File: src/rtl/sys_defs.sv
// rtl/sys_defs.sv - shared ROB entry layout, widths and commit FSM states
package sys_defs;
  localparam int XLEN        = 32;
  localparam int ROB_TAG_LEN = 5;
  localparam logic [4:0] ZERO_REG = 5'd0;

  typedef struct packed {
    logic            valid;
    logic            wr_mem;
    logic [4:0]      dest_reg;
    logic [XLEN-1:0] value;
    logic [XLEN-1:0] dest_addr;
    logic            ready;
  } ROB_ENTRY;

  typedef enum logic [1:0] {ST_IDLE, ST_REQ, ST_WAIT} COMMIT_STATE;
endpackage

File: src/rtl/commit_store_fsm.sv
// rtl/commit_store_fsm.sv - store retirement FSM with req/ack handshake, timeout timer and addr/data latches
module commit_store_fsm
  import sys_defs::*;
#(
  parameter int STORE_TIMEOUT = 64
) (
  input  logic            clock,
  input  logic            reset,
  input  logic            start_i,
  input  logic [XLEN-1:0] addr_i,
  input  logic [XLEN-1:0] data_i,
  input  logic            mem_ack_i,
  output logic            idle_o,
  output logic            ack_o,
  output logic            mem_req_o,
  output logic [XLEN-1:0] mem_addr_o,
  output logic [XLEN-1:0] mem_data_o,
  output logic            store_err_o
);
  localparam int TW = $clog2(STORE_TIMEOUT);
  localparam logic [TW-1:0] LAST = TW'(STORE_TIMEOUT - 1);

  COMMIT_STATE     state_q, state_d;
  logic [TW-1:0]   timer_q;
  logic [XLEN-1:0] addr_q, data_q;
  logic            err_q;
  logic            timeout;

  assign timeout = (state_q == ST_WAIT) && !mem_ack_i && (timer_q == LAST);

  always_comb begin
    state_d = state_q;
    ack_o   = 1'b0;
    case (state_q)
      ST_IDLE: if (start_i) state_d = ST_REQ;
      ST_REQ:  state_d = ST_WAIT;
      ST_WAIT: begin
        if (mem_ack_i) begin
          ack_o   = 1'b1;
          state_d = ST_IDLE;
        end else if (timeout) begin
          state_d = ST_IDLE;
        end
      end
      default: state_d = ST_IDLE;
    endcase
  end

  always_ff @(posedge clock) begin
    if (reset) begin
      state_q <= ST_IDLE;
      timer_q <= '0;
      addr_q  <= '0;
      data_q  <= '0;
      err_q   <= 1'b0;
    end else begin
      state_q <= state_d;
      // Latch once at issue so later head changes cannot disturb the bus
      if (state_q == ST_IDLE && start_i) begin
        addr_q <= addr_i;
        data_q <= data_i;
      end
      if (state_q == ST_REQ) timer_q <= '0;
      else if (state_q == ST_WAIT && timer_q != '1) timer_q <= timer_q + TW'(1);
      if (timeout) err_q <= 1'b1;
    end
  end

  assign idle_o      = (state_q == ST_IDLE);
  assign mem_req_o   = (state_q != ST_IDLE);
  assign mem_addr_o  = addr_q;
  assign mem_data_o  = data_q;
  assign store_err_o = err_q;
endmodule

File: src/rtl/commit_unit.sv
// rtl/commit_unit.sv - in-order ROB head retirement: regfile/map-table writes and stores
// Define COMMIT_STATS_EN to build the retired_cnt counter; otherwise it is tied to 0.
module commit_unit
  import sys_defs::*;
#(
  parameter int STORE_TIMEOUT = 64
) (
  input  logic                   clock,
  input  logic                   reset,
  input  ROB_ENTRY               head_entry,
  input  logic [ROB_TAG_LEN-1:0] head_tag,
  input  logic                   mem_ack,
  output logic                   commit_ack,
  output logic                   rf_wr_en,
  output logic [4:0]             rf_wr_idx,
  output logic [XLEN-1:0]        rf_wr_data,
  output logic                   mt_clr_en,
  output logic [ROB_TAG_LEN-1:0] mt_clr_tag,
  output logic                   mem_req,
  output logic [XLEN-1:0]        mem_addr,
  output logic [XLEN-1:0]        mem_data,
  output logic                   store_err,
  output logic [31:0]            retired_cnt
);
  logic                   blk_q;
  logic                   rf_wr_en_q, mt_clr_en_q;
  logic [4:0]             rf_wr_idx_q;
  logic [XLEN-1:0]        rf_wr_data_q;
  logic [ROB_TAG_LEN-1:0] mt_clr_tag_q;
  logic                   idle, ok, head_rdy, alu_commit, store_start, store_ack;

  // blk_q inserts the idle cycle after any retirement while the ROB head advances
  assign ok          = !reset && !blk_q && idle;
  assign head_rdy    = head_entry.valid && head_entry.ready;
  assign alu_commit  = ok && head_rdy && !head_entry.wr_mem;
  assign store_start = ok && head_rdy && head_entry.wr_mem;
  assign commit_ack  = alu_commit || (store_ack && !reset);

  commit_store_fsm #(.STORE_TIMEOUT(STORE_TIMEOUT)) u_store (
    .clock       (clock),
    .reset       (reset),
    .start_i     (store_start),
    .addr_i      (head_entry.dest_addr),
    .data_i      (head_entry.value),
    .mem_ack_i   (mem_ack),
    .idle_o      (idle),
    .ack_o       (store_ack),
    .mem_req_o   (mem_req),
    .mem_addr_o  (mem_addr),
    .mem_data_o  (mem_data),
    .store_err_o (store_err)
  );

  always_ff @(posedge clock) begin
    if (reset) begin
      blk_q        <= 1'b0;
      rf_wr_en_q   <= 1'b0;
      mt_clr_en_q  <= 1'b0;
      rf_wr_idx_q  <= '0;
      rf_wr_data_q <= '0;
      mt_clr_tag_q <= '0;
    end else begin
      blk_q       <= commit_ack;
      rf_wr_en_q  <= alu_commit && (head_entry.dest_reg != ZERO_REG);
      mt_clr_en_q <= alu_commit && (head_entry.dest_reg != ZERO_REG);
      if (alu_commit) begin
        rf_wr_idx_q  <= head_entry.dest_reg;
        rf_wr_data_q <= head_entry.value;
        mt_clr_tag_q <= head_tag;
      end
    end
  end

  assign rf_wr_en   = rf_wr_en_q;
  assign rf_wr_idx  = rf_wr_idx_q;
  assign rf_wr_data = rf_wr_data_q;
  assign mt_clr_en  = mt_clr_en_q;
  assign mt_clr_tag = mt_clr_tag_q;

`ifdef COMMIT_STATS_EN
  logic [31:0] cnt_q;
  always_ff @(posedge clock) begin
    if (reset) cnt_q <= '0;
    else if (commit_ack) cnt_q <= cnt_q + 32'd1;
  end
  assign retired_cnt = cnt_q;
`else
  assign retired_cnt = '0;
`endif
endmodule
File: config.mk
export PLATFORM = sky130hd
export DESIGN_NAME = commit_unit
export DESIGN_NICKNAME = d
export VERILOG_FILES = /design/src/rtl/sys_defs.sv /design/src/rtl/commit_store_fsm.sv /design/src/rtl/commit_unit.sv
export SDC_FILE = /design/constraint.sdc
export NUM_CORES = 1
export LEC_CHECK = 0
export ABC_AREA = 1
export BUFFER_PORTS_ARGS = -buffer_cell sky130_fd_sc_hd__buf_4
export CAP_MARGIN = 20
export CORE_UTILIZATION = 39
export DETAILED_ROUTE_END_ITERATION = 7
export PLACE_DENSITY = 0.68
export SYNTH_ARGS = -nofsm -noshare
export SYNTH_HDL_FRONTEND = slang
export SYNTH_HIERARCHICAL = 1
export SYNTH_SLANG_ARGS = --single-unit
File: constraint.sdc
create_clock -name clock -period 2.85 [get_ports clock]
set_clock_uncertainty 0.05 [all_clocks]
set_input_delay 0.57 -clock clock [delete_from_list [all_inputs] [get_ports clock]]
set_output_delay 0.57 -clock clock [all_outputs]
set_load 0.03 [all_outputs]
Yosys cells after proc, flatten, opt, wreduce, memory -nomap -nowiden
Cells that the tools add are included.
- add/sub/neg operators: 1
- equal/unequal tests: 6
- mux-type cells: 6
- reductions and logical operators: 22
- operators with widths (operator ; count):
    1-bit logical AND ; 12
    6-bit by 1-bit adder with 6-bit output, second input constant ; 1
    6-bit == test, second input constant ; 1
    2-bit two-way mux ; 3
    6-bit != test, second input constant ; 1
    2-bit case mux with 3 select lines ; 1
    5-bit nonzero test ; 1
    1-bit logical NOT ; 4
    3-bit by 2-bit != test with 1-bit output, second input constant ; 1
    2-bit by 1-bit == test with 1-bit output, second input constant ; 1
    2-bit == test, second input constant ; 1
    2-bit logical NOT ; 1
    1-bit two-way mux ; 2
    2-bit by 1-bit != test with 1-bit output, second input constant ; 1
    2-bit AND reduction ; 1
    2-bit nonzero test ; 1
    2-bit OR reduction ; 1
    1-bit logical OR ; 1
- register bits: 117
- input port bits: 80
- logic and storage cells: 45

Depth between registers and ports, before layout
Gate-level depths: netlist of run 1.
- word-level depth: 7
- depth in mapped cells: 11
- gate-level depth less buffers: 9

Modules after synthesis
The synthesis of run 1 kept the hierarchy.
- by module, submodules not included (module ; instances ; cells each ; area an instance (µm²)):
    commit_store_fsm ; 1 ; 347 ; 2681.3
    commit_unit ; 1 ; 407 ; 2511.2

Least setup slack after synthesis of run 1
Ideal clock, no wire load.
- path type: input to output
- start point: in head_entry[71] (netlist name)
- end point: out commit_ack
- arrival time: 1.339 ns
- required time: 2.230 ns
- setup slack: 0.891 ns
- stages: 5
- cell sequence: nand2_1 > nor2_4 > nand3_2 > buf_2 > nand2_1
- cells in the longest elaborated chain, start to end: 4
- ends and longest elaborated chain (item ; line ; source):
    from (decl) ; commit_unit.sv:10 ; input ROB_ENTRY head_entry,
    1-bit logical AND ; commit_unit.sv:34 ; assign head_rdy = head_entry.valid && head_entry.ready;
    1-bit logical AND (2 in series) ; commit_unit.sv:35 ; assign alu_commit = ok && head_rdy && !head_entry.wr_mem;
    1-bit logical OR ; commit_unit.sv:37 ; assign commit_ack = alu_commit || (store_ack && !reset);
    to (decl) ; commit_unit.sv:13 ; output logic commit_ack,
No other way between the ends.

Worst setup path in the final report of run 1
- start point: reg u_store.state_q[1]
- end point: out commit_ack
- cells in the longest elaborated chain, start to end: 5
- elaborated cells between the ends (all ways): 8
- those cells by class: eq/ne (1); mux (1); reduce/logical (6)
- ends and longest elaborated chain (item ; line ; source):
    from (decl) ; commit_store_fsm.sv:23 ; COMMIT_STATE state_q, state_d;
    from (signal assigned) ; commit_store_fsm.sv:57 ; state_q <= state_d;
    2-bit logical NOT ; commit_store_fsm.sv:69 ; assign idle_o = (state_q == ST_IDLE);
    via idle ; commit_unit.sv:30 ; logic idle, ok, head_rdy, alu_commit, store_start, store_ack;
    1-bit logical AND ; commit_unit.sv:33 ; assign ok = !reset && !blk_q && idle;
    1-bit logical AND (2 in series) ; commit_unit.sv:35 ;
    1-bit logical OR ; commit_unit.sv:37 ;
The timed path passes the listed nets, and every way through them passes these cells.

==> results of run 1 <==
[synthesized netlist by cell type]
library cell	n	area share (%)
a21oi_1	4	0.39
a31oi_1	2	0.24
buf_1	3	0.22
buf_2	12	1.2
buf_4	40	5.8
buf_6	6	1.3
clkbuf_1	12	0.87
clkinv_1	1	0.072
conb_1	1	0.072
dfxtp_1	117	45
ha_1	1	0.24
inv_1	142	10
inv_2	2	0.14
nand2_1	107	7.7
nand2_2	1	0.12
nand3_1	4	0.39
nand3_2	1	0.19
nand4_1	44	5.3
nor2_1	184	13
nor2_4	3	0.65
nor3_1	1	0.096
o21ai_0	16	1.5
o21ai_1	50	4.8
[sequential cells by signal, indices dropped and copies added (netlist names)]
signal	count
blk_q	1
mt_clr_en	1
mt_clr_tag	5
rf_wr_data	32
rf_wr_idx	5
u_store/mem_addr_o	32
u_store/mem_data_o	32
u_store/state_q	2
u_store/store_err_o	1
u_store/timer_q	6
[power groups by stage]
stage | clock, W | combinational (W) | sequential, W
after floorplan | 0 | 0.000294 | 0.00186
after global placement | 0 | 0.000583 | 0.00175
after detailed placement | 0 | 0.000584 | 0.00175
after CTS | 0.00212 | 0.000587 | 0.00172
after global routing | 0.00220 | 0.000639 | 0.00173
final | 0.00207 | 0.000584 | 0.00172
[path summary, 6_finish.rpt]
check,cells past startpoint,end,from,slack [ns]
worst max-delay path,6,commit_ack,u_store/state_q[1],0.81
worst min-delay path,3,u_store/mem_addr_o[31],head_entry[32],0.34
worst max register to register,10,u_store/mem_addr_o[25],u_store/state_q[1],1.11
worst min register to register,2,u_store/mem_addr_o[31],u_store/mem_addr_o[31],0.43
[worst min-delay path: cells and delay by family]
| kind | cells | cell delay [ns] |
|---|---|---|
| and+or+nand+nor | 1 | 0.07 |
| buffers and inverters | 1 | 0.08 |
| AOI/OAI and AO/OA | 1 | 0.05 |
[stage by stage]
step	hold slack, ns	power (W)	utilization, %
finish	0.3446	0.004376	55.61
global route	0.3385	0.004561	55.61
CTS	0.3260	0.004430	55.61
detailed placement	0.4214	0.002338	51.12
global placement	0.4125	0.002336	51.12
floorplan	0.4270	0.002151	-
[cells by family after synthesis]
group	after synthesis
other	1
and+or+nand+nor	345
AOI/OAI and AO/OA	72
adders and majority gates	1
DFF	117
buffers and inverters	218
[routing by layer]
metal	up-vias	part of all wire, %	track usage (%)
met5	-	0	0
li1	2562	-	-
met4	0	1.5	7.305
met1	2119	44	23.93
met3	20	8.0	7.150
met2	159	46	31.29
[area by class of cell]
class	count	area [µm²]
clock buffers	25	505.5
clock inverters	4	70.07
fillers	1273	5693
inverters	145	544.3
multi-input cells	450	1938
flip-flops and latches	117	2342
well taps	172	215.2
repair buffers	202	1516
==> reports/metrics.csv, run 1 <==
stage,metric,value,unit
critical_path,worst_setup_path_start_kind,flop,
drt,ant_nets,0,
logic_synthesis,yosysSeqAreaShare,45.11,%
critical_path,path_max_fanout,4,
layout,antenna_cells,0,
power,combPwrFrac,13.3,%
clock_network,cts_buffer_depth,2,
layout,fin_area,7132,µm²
grt,antenna_found_initial,0,
run_status,status,"finished, final reports clean",
critical_path,cpMostUsedCell,nor2_4,
layout,final_common_cell,buf_4,
logic_synthesis,synth_top_family_by_area,simple AND/OR/NAND/NOR gates,
sta,timing.setup.tns,0,ns
grt,grt_pass1_vias,4458,
drt,drt_iter0_drc,289,
placement,placed_cells,1086,
placement,placed_area,6556,µm²
grt,grt.overflow.total,0,
logic_synthesis,synth_fa_ha_area_share,0.2410,%
die,rows,41,
sta,max_freq,490.7,MHz
die,die_w,117.4,µm
layout,layout_common_cells,"buf_4 (202), nor2_1 (184), inv_1 (141), dfxtp_1 (117), nand2_1 (107)",
critical_path,crit_chain,nor2_4 > inv_1 > nor2_4 > nand3_2 > nand2_1 > buf_4,
clock_network,clkSinkCount,117,
die,die_h,117.4,µm
sta,finalSetupViolCount,0,
critical_path,slowest_delay,0.34,ns
clock_network,clk_latency,0.41,ns
logic_synthesis,yosys.area_share.simple,27.78,%
placement,io_buffers,190,
sta,layout_setup_ws,0.8123,ns
clock_network,cts_buffers,17,
flow_run,drv_cap,0,
grt,grt_pass1_wl,21.67,mm
clock_network,post-cts-setup-buffers,0,
clock_network,clkTransAtPathRegs,0.05,ns
critical_path,cp.buffers_inverters,2,
clock_network,postCtsHoldBufs,0,
drt,vias,4860,
sta,slew_violations,0,
layout,syn_to_final_growth,37.35,%
placement,dp_slack,0.9334,ns
drt,wl_per_cell,11.81,µm
critical_path,cp.arrival,1.42,ns
logic_synthesis,synth_compound_area_share,6.988,%
critical_path,critPathSlowestCell,dfxtp_1,
drt,drc,0,
logic_synthesis,yosysUniqueCellTypes,23,
sta,min_period_over_period,71.50,%
power,switchingPower,0.001088,W
logic_synthesis,yosys_warnings,6,
logic_synthesis,syn_inst,754,
placement,gp_congestion,0.7606,
critical_path,cp-end-kind,primary output,
sta,rsz0062_at_grt,false,
min_path,hold_class,input port to flop,
die,start_util,40.49,%
die,core_area,12820,µm²
clock_network,cts_tree,done,
die,die_area,13780,µm²
layout,finalNonFillerCells,1115,
clock_network,cts_htree_levels,4,
drt,wl,13.17,mm
placement,dpl.hpwl,8.890,mm
clock_network,cts-root-buf,clkbuf_16,
drt,drtPass1Iterations,4,
logic_synthesis,avgSynthCellArea,6.887,µm²
power,switching_share,24.86,%
power,sequentialPowerShare,39.3,%
layout,drive_gt1_share,25.03,%
layout,finalNetCount,1014,
critical_path,cpLargestDelayFamily,simple AND/OR/NAND/NOR gates,
logic_synthesis,ys_ff_latch,117,
power,vdd_drop_max,0.0003473,V
sta,fin_crit,2.038,ns
power,intPower,0.003289,W
critical_path,path_class,flop to primary output,
drt,via_per_inst,4.359,
grt,grt_usage,19.58,%
power,clkPwrFrac,47.3,%
die,ioPinCount,223,
logic_synthesis,synth_area,5192,µm²
clock_network,cts_resized,0,
power,powerDensity,613.6,nW/µm²
sta,hold_viol_final,0,
critical_path,worst_ep_required_time,2.23,ns
grt,grt_max_degree,45,
logic_synthesis,synth_xor_xnor_area_share,0,%
power,leakage,3.649,nW
logic_synthesis,synthMuxAreaShare,0,%
Note: power is estimated with default switching activity, not from simulation.
==> run 2: changes to the inputs <==
--- a/config.mk
+++ b/config.mk
@@ -10,7 +10,7 @@
 export CAP_MARGIN = 20
 export CORE_UTILIZATION = 39
 export DETAILED_ROUTE_END_ITERATION = 7
-export PLACE_DENSITY = 0.68
+export PLACE_DENSITY = 0.7
 export SYNTH_ARGS = -nofsm -noshare
 export SYNTH_HDL_FRONTEND = slang
 export SYNTH_HIERARCHICAL = 1
==> constraint.sdc (replaced) <==
create_clock -name clock -period 1.7 [get_ports clock]
set_clock_uncertainty 0.05 [all_clocks]
set_input_delay 0.34 -clock clock [delete_from_list [all_inputs] [get_ports clock]]
set_output_delay 0.34 -clock clock [all_outputs]
set_load 0.03 [all_outputs]
==> run 2 against run 1 <==
  * The flow now finishes with violations (negative setup slack)
  * Clock power rose by 100%
  * Via count rose by 1.7%
  * Final cell count rose by 0.99%
  * Non-clock buffer count rose by 8
  * Routed wire length rose by 2.9%
  * Flip-flop and latch count did not move
  * Critical endpoint unchanged
  * Largest cell class unchanged
  * Largest power group unchanged
==> reports/metrics.csv, run 2 (synthesis results as in run 1) <==
stage,metric,value,unit
critical_path,cp-end-kind,primary output,
drt,wl_per_cell,12.03,µm
layout,multi_input_area,1943,µm²
grt,grt.overflow.total,0,
placement,gp_congestion,0.7505,
die,core_area,12820,µm²
clock_network,clkSinkCount,117,
grt,grt_usage,19.99,%
clock_network,clkTransAtPathRegs,0.05,ns
critical_path,critPathSlowestCell,dfxtp_2,
run_status,failed_checks,negative setup slack,
die,die_h,117.4,µm
power,powerDensity,1091,nW/µm²
critical_path,crit_chain,nor2_4 > inv_2 > nor2_4 > nand3_2 > nand2_2 > buf_6,
layout,antenna_cells,0,
clock_network,cts_tree,done,
drt,ant_nets,0,
drt,vias,4944,
layout,layout_common_cells,"buf_4 (201), nor2_1 (184), inv_1 (140), dfxtp_1 (115), nand2_1 (105)",
critical_path,slowest_delay,0.34,ns
grt,grt_pass1_wl,22.00,mm
die,die_w,117.4,µm
critical_path,worst_setup_path_start_kind,flop,
sta,min_period_over_period,100.0,%
drt,drtPass1Iterations,4,
sta,rsz0062_at_grt,true,
placement,io_buffers,190,
layout,syn_to_final_growth,42.63,%
power,vdd_drop_max,0.0007913,V
die,ioPinCount,223,
critical_path,cpLargestDelayFamily,simple AND/OR/NAND/NOR gates,
grt,grt_max_degree,66,
clock_network,cts_buffer_depth,2,
min_path,hold_class,input port to flop,
sta,hold_viol_final,0,
critical_path,worst_ep_required_time,1.31,ns
flow_run,drv_cap,0,
die,die_area,13780,µm²
sta,finalSetupViolCount,1,
drt,drc,0,
critical_path,path_max_fanout,3,
layout,finalNonFillerCells,1126,
sta,layout_setup_ws,-0.0006228,ns
run_status,status,"finished, violations left",
placement,placed_area,6634,µm²
critical_path,cp.arrival,1.31,ns
layout,drive_gt1_share,26.73,%
placement,dpl.hpwl,9.009,mm
sta,fin_crit,1.701,ns
critical_path,cpMostUsedCell,nor2_4,
layout,fill_cells,1253,
grt,antenna_found_initial,0,
clock_network,clk_latency,0.41,ns
placement,placed_cells,1088,
layout,finalNetCount,1022,
die,start_util,40.49,%
die,rows,41,
placement,dp_slack,0.1109,ns
layout,seqCellArea,2345,µm²
clock_network,cts-root-buf,clkbuf_16,
critical_path,cp.buffers_inverters,2,
clock_network,cts_buffers,17,
clock_network,cts_htree_levels,4,
sta,max_freq,588.0,MHz
power,leakage,3.757,nW
clock_network,postCtsHoldBufs,0,
critical_path,path_class,flop to primary output,
layout,final_common_cell,buf_4,
grt,grt_pass1_vias,4432,
drt,drt_iter0_drc,287,
layout,fin_area,7406,µm²
drt,wl,13.55,mm
drt,via_per_inst,4.391,
sta,slew_violations,0,
## run 2: cell types whose count changed in the layout (fill, tap and decap cells not counted), moves of 2 or more
cell        delta
buf_12         +5
bufinv_16      +4
buf_6          +3
clkbuf_1       -3
clkinvlp_4     +3
clkinv_2       -2
clkinv_4       +2
dfxtp_1        -2
dfxtp_2        +2
nand2_1        -2
nand2_2        +2
## run 2: worst paths after layout
check | start | to | slack [ns] | depth (start not counted)
worst max-delay path | u_store/state_q[1] | commit_ack | -0.0006 | 6
worst min-delay path | reset | u_store/state_q[1] | 0.11 | 2
worst max register to register | u_store/state_q[1] | u_store/mem_data_o[26] | 0.11 | 11
worst min register to register | u_store/mem_addr_o[2] | u_store/mem_addr_o[2] | 0.43 | 2
## run 2: report_power, final
part	switching, W	internal [W]
Clock	0.00128	0.00291
Sequential	0.0000469	0.00284
Combinational	0.000629	0.000377
Total	0.00196	0.00612
## run 2: area by class of cell
class	instances	share of cell area, %
clock buffer	21	6.488
clock inverter	11	2.973
inverter	145	7.349
multi-input combinational	450	26.24
sequential	117	31.66
tap	172	2.906
timing repair buffer	210	22.39
## run 2: routing by layer
metal,GRT usage (%),share of wire [%]
met1,23.93,45
met3,6.858,7.8
met5,0,0
met4,8.604,2.0
met2,32.36,46
## run 2: per-stage QoR
step | TNS [ns] | hold WS [ns] | utilization [%] | power (W)
after floorplan | 0 | 0.3591 | - | 0.003605
after global placement | 0 | 0.4125 | 51.73 | 0.003927
after detailed placement | 0 | 0.4137 | 51.73 | 0.003935
after CTS | -0.01046 | 0.08523 | 57.55 | 0.008147
after global routing | -0.1083 | 0.08779 | 57.75 | 0.008393
final | -0.0006228 | 0.1054 | 57.75 | 0.008080
## run 2: repair_timing
action                                  4_1_cts  5_1_grt
setup buffers                                 5        1
endpoints found under the setup margin        1       24
gates resized for setup                       5        6
pin swaps                                     3        2
==> run 3: changes to the inputs <==
--- a/config.mk
+++ b/config.mk
@@ -5,12 +5,11 @@
 export SDC_FILE = /design/constraint.sdc
 export NUM_CORES = 1
 export LEC_CHECK = 0
-export ABC_AREA = 1
 export BUFFER_PORTS_ARGS = -buffer_cell sky130_fd_sc_hd__buf_4
 export CAP_MARGIN = 20
 export CORE_UTILIZATION = 39
 export DETAILED_ROUTE_END_ITERATION = 7
-export PLACE_DENSITY = 0.7
+export PLACE_DENSITY = 0.72
 export SYNTH_ARGS = -nofsm -noshare
 export SYNTH_HDL_FRONTEND = slang
 export SYNTH_HIERARCHICAL = 1
==> run 3 against run 2 <==
  * The run ends with design-rule violations, negative setup slack left
  * Design area grew 2.4%
  * Sequential power shrank 1%
  * Total power shrank 4.5%
  * Final cell count shrank 17%
  * Count of clock-buffer cells in the layout grew 2
  * Setup slack lost 0.25 ns
  * Clock power shrank 4%
  * Hold slack gained 0.025 ns
  * Via count shrank 2.1%
  * Area after synthesis shrank 11%
  * Critical endpoint is now u_store/mem_data_o[28]
  * Largest cell class unchanged
  * Largest power group unchanged
==> reports/metrics.csv, run 3 <==
stage,metric,value,unit
logic_synthesis,syn_inst,571,
layout,final_common_cell,buf_4,
clock_network,cts-root-buf,clkbuf_16,
flow_run,drv_cap,0,
critical_path,cp-end-kind,flop,
layout,syn_to_final_growth,63.59,%
clock_network,postCtsHoldBufs,0,
sta,finalSetupViolCount,67,
layout,finalNetCount,854,
sta,max_freq,512.1,MHz
sta,fin_crit,1.953,ns
grt,grt_usage,24.71,%
placement,io_buffers,190,
drt,wl,16.64,mm
layout,finalNonFillerCells,929,
layout,drive_gt1_share,45.67,%
clock_network,clk_latency,0.41,ns
drt,drc,32,
clock_network,clkSinkCount,117,
power,clkPwrFrac,52.2,%
power,combPwrFrac,11.0,%
sta,relSlewSlack,40.42,%
die,ioPinCount,223,
sta,slew_violations,0,
die,core_area,11520,µm²
logic_synthesis,yosys.area.top_type,dfxtp_1,
die,die_w,111.0,µm
layout,fill_cells,929,
power,switchingPower,0.001797,W
logic_synthesis,post-synth-top-count-cell,nand2_1,
drt,drtPass1Iterations,8,
sta,tightest_slew,0.8936,ns
layout,fin_area,7584,µm²
min_path,hold_class,input port to flop,
placement,dpl.hpwl,9.407,mm
die,start_util,40.25,%
drt,vias,4838,
power,switching_share,23.29,%
critical_path,path_max_fanout,10,
logic_synthesis,synth_area_leaders,"dfxtp_1 (51%), a21oi_1 (12%), nand2_1 (11%), buf_4 (6.2%), nand3_1 (4.6%)",
sta,rsz0062_at_grt,true,
sta,min_period_over_period,114.9,%
grt,grt_pass1_wl,23.93,mm
clock_network,cts_buffer_depth,2,
layout,layout_common_cells,"buf_4 (202), dfxtp_1 (115), a21oi_1 (84), nand2_1 (69), nand3_1 (43)",
logic_synthesis,yosysSeqAreaShare,50.53,%
placement,placed_cells,876,
sta,timing.setup.tns,-13.46,ns
power,vdd_drop_max,0.0005517,V
power,powerDensity,1017,nW/µm²
clock_network,cts_tree,done,
grt,grt_max_degree,72,
power,intPower,0.005918,W
clock_network,cts_buffers,17,
run_status,status,"finished, violations left",
sta,whs,0.1301,ns
logic_synthesis,synth_flop_cell,dfxtp_1,
sta,hold_viol_final,0,
placement,placed_area,6111,µm²
logic_synthesis,avgSynthCellArea,8.119,µm²
layout,antenna_cells,0,
grt,antenna_found_initial,0,
critical_path,worst_setup_path_start_kind,flop,
sta,layout_setup_ws,-0.2528,ns
logic_synthesis,yosys_warnings,6,
drt,wl_per_cell,17.91,µm
run_status,failed_checks,"design-rule violations, negative setup slack",
placement,gp_congestion,0.8145,
logic_synthesis,synth.top_cell.area_share,50.53,%
drt,ant_nets,0,
die,die_h,111.0,µm
die,rows,39,
critical_path,rrSetupSlack,-0.25,ns
drt,via_per_inst,5.208,
critical_path,cp.arrival,2.15,ns
logic_synthesis,ys_ff_latch,117,
critical_path,critPathSlowestCell,or3b_4,
critical_path,worst_ep_required_time,1.90,ns
critical_path,path_class,flop to flop,
logic_synthesis,yosysUniqueCellTypes,35,
critical_path,slowest_delay,0.49,ns
power,sequentialPowerShare,36.8,%
die,die_area,12330,µm²
clock_network,clkTransAtPathRegs,0.05,ns
critical_path,crit_chain,or2_4 > inv_2 > buf_4 > and3_4 > or3b_4 > clkbuf_16 > nand2_1 > a21oi_1,
logic_synthesis,synth_edf_count,0,
logic_synthesis,ys_top_cells_by_count,"nand2_1 (130), dfxtp_1 (117), a21oi_1 (110)",
grt,grt.overflow.total,0,
drt,drt_iter0_drc,382,
grt,grt_pass1_vias,4702,
logic_synthesis,synth_area,4636,µm²
logic_synthesis,async_flop_share,0,%
clock_network,cts_htree_levels,4,
power,leakage,3.130,nW
## run 3: worst paths after layout
path,startpoint,to,depth (start not counted)
max reg2reg,u_store/state_q[0],u_store/mem_data_o[28],8
max,u_store/state_q[0],u_store/mem_data_o[28],8
min reg2reg,u_store/mem_data_o[26],u_store/mem_data_o[26],2
min,head_entry[17],u_store/mem_addr_o[16],3
## run 3: routing by layer
layer | share of wire [%] | vias to the layer above | global-route usage (%)
met5 | 0 | - | 0
met4 | 2.0 | 0 | 9.910
met3 | 7.2 | 27 | 6.780
met2 | 49 | 221 | 42.56
met1 | 41 | 2313 | 29.06
li1 | - | 2277 | -
## run 3: layout make-up
type	instances	area [µm²]	area share (%)
Clock buffer	23	498.0	6.567
Clock inverter	9	170.2	2.244
Inverter	7	26.28	0.3465
Multi-Input combinational cell	401	2336	30.80
Sequential cell	117	2345	30.92
Tap cell	143	178.9	2.359
Timing Repair Buffer	229	2029	26.76
## run 3: timing repair
action                                  4_1_cts  5_1_grt
endpoints found under the setup margin       65       76
buffers inserted                              8        3
cloned                                        5        9
resized for setup                            47       97
pin swaps                                    16       23
## run 3: kinds of logic after synthesis
logic type                 count (synthesis)  synth area share, %
AOI/OAI and AO/OA                        162                18.00
other                                      1              0.08089
adders and majority gates                  1               0.2699
and+or+nand+nor                          203                19.51
buffers and inverters                     85                11.17
DFF                                      117                50.53
muxes                                      2               0.4319
## run 3: per-stage QoR
step / util [%] / power, W / setup slack [ns]
6_report: 65.85 / 0.007714 / -0.2528
2_1_floorplan: - / 0.003339 / -0.2196
5_1_grt: 65.85 / 0.007932 / -0.2957
3_3_place_gp: 53.06 / 0.003590 / -0.2027
3_5_place_dp: 53.06 / 0.003603 / -0.2354
4_1_cts: 61.91 / 0.007664 / -0.2768
## run 3: power by group through the flow
stage | clock (W) | sequential (W) | combinational, W
floorplan | 0 | 0.00299 | 0.000354
global placement | 0 | 0.00288 | 0.000707
detailed placement | 0 | 0.00289 | 0.000717
CTS | 0.00406 | 0.00283 | 0.000776
global route | 0.00420 | 0.00284 | 0.000891
finish | 0.00403 | 0.00284 | 0.000847
## run 3: worst max-delay path, delay by kind of cell (launching register included)
kind | cells | cell delay (ns)
simple gates | 4 | 0.98
buf+inv | 3 | 0.38
flops | 1 | 0.31
compound gates | 1 | 0.06
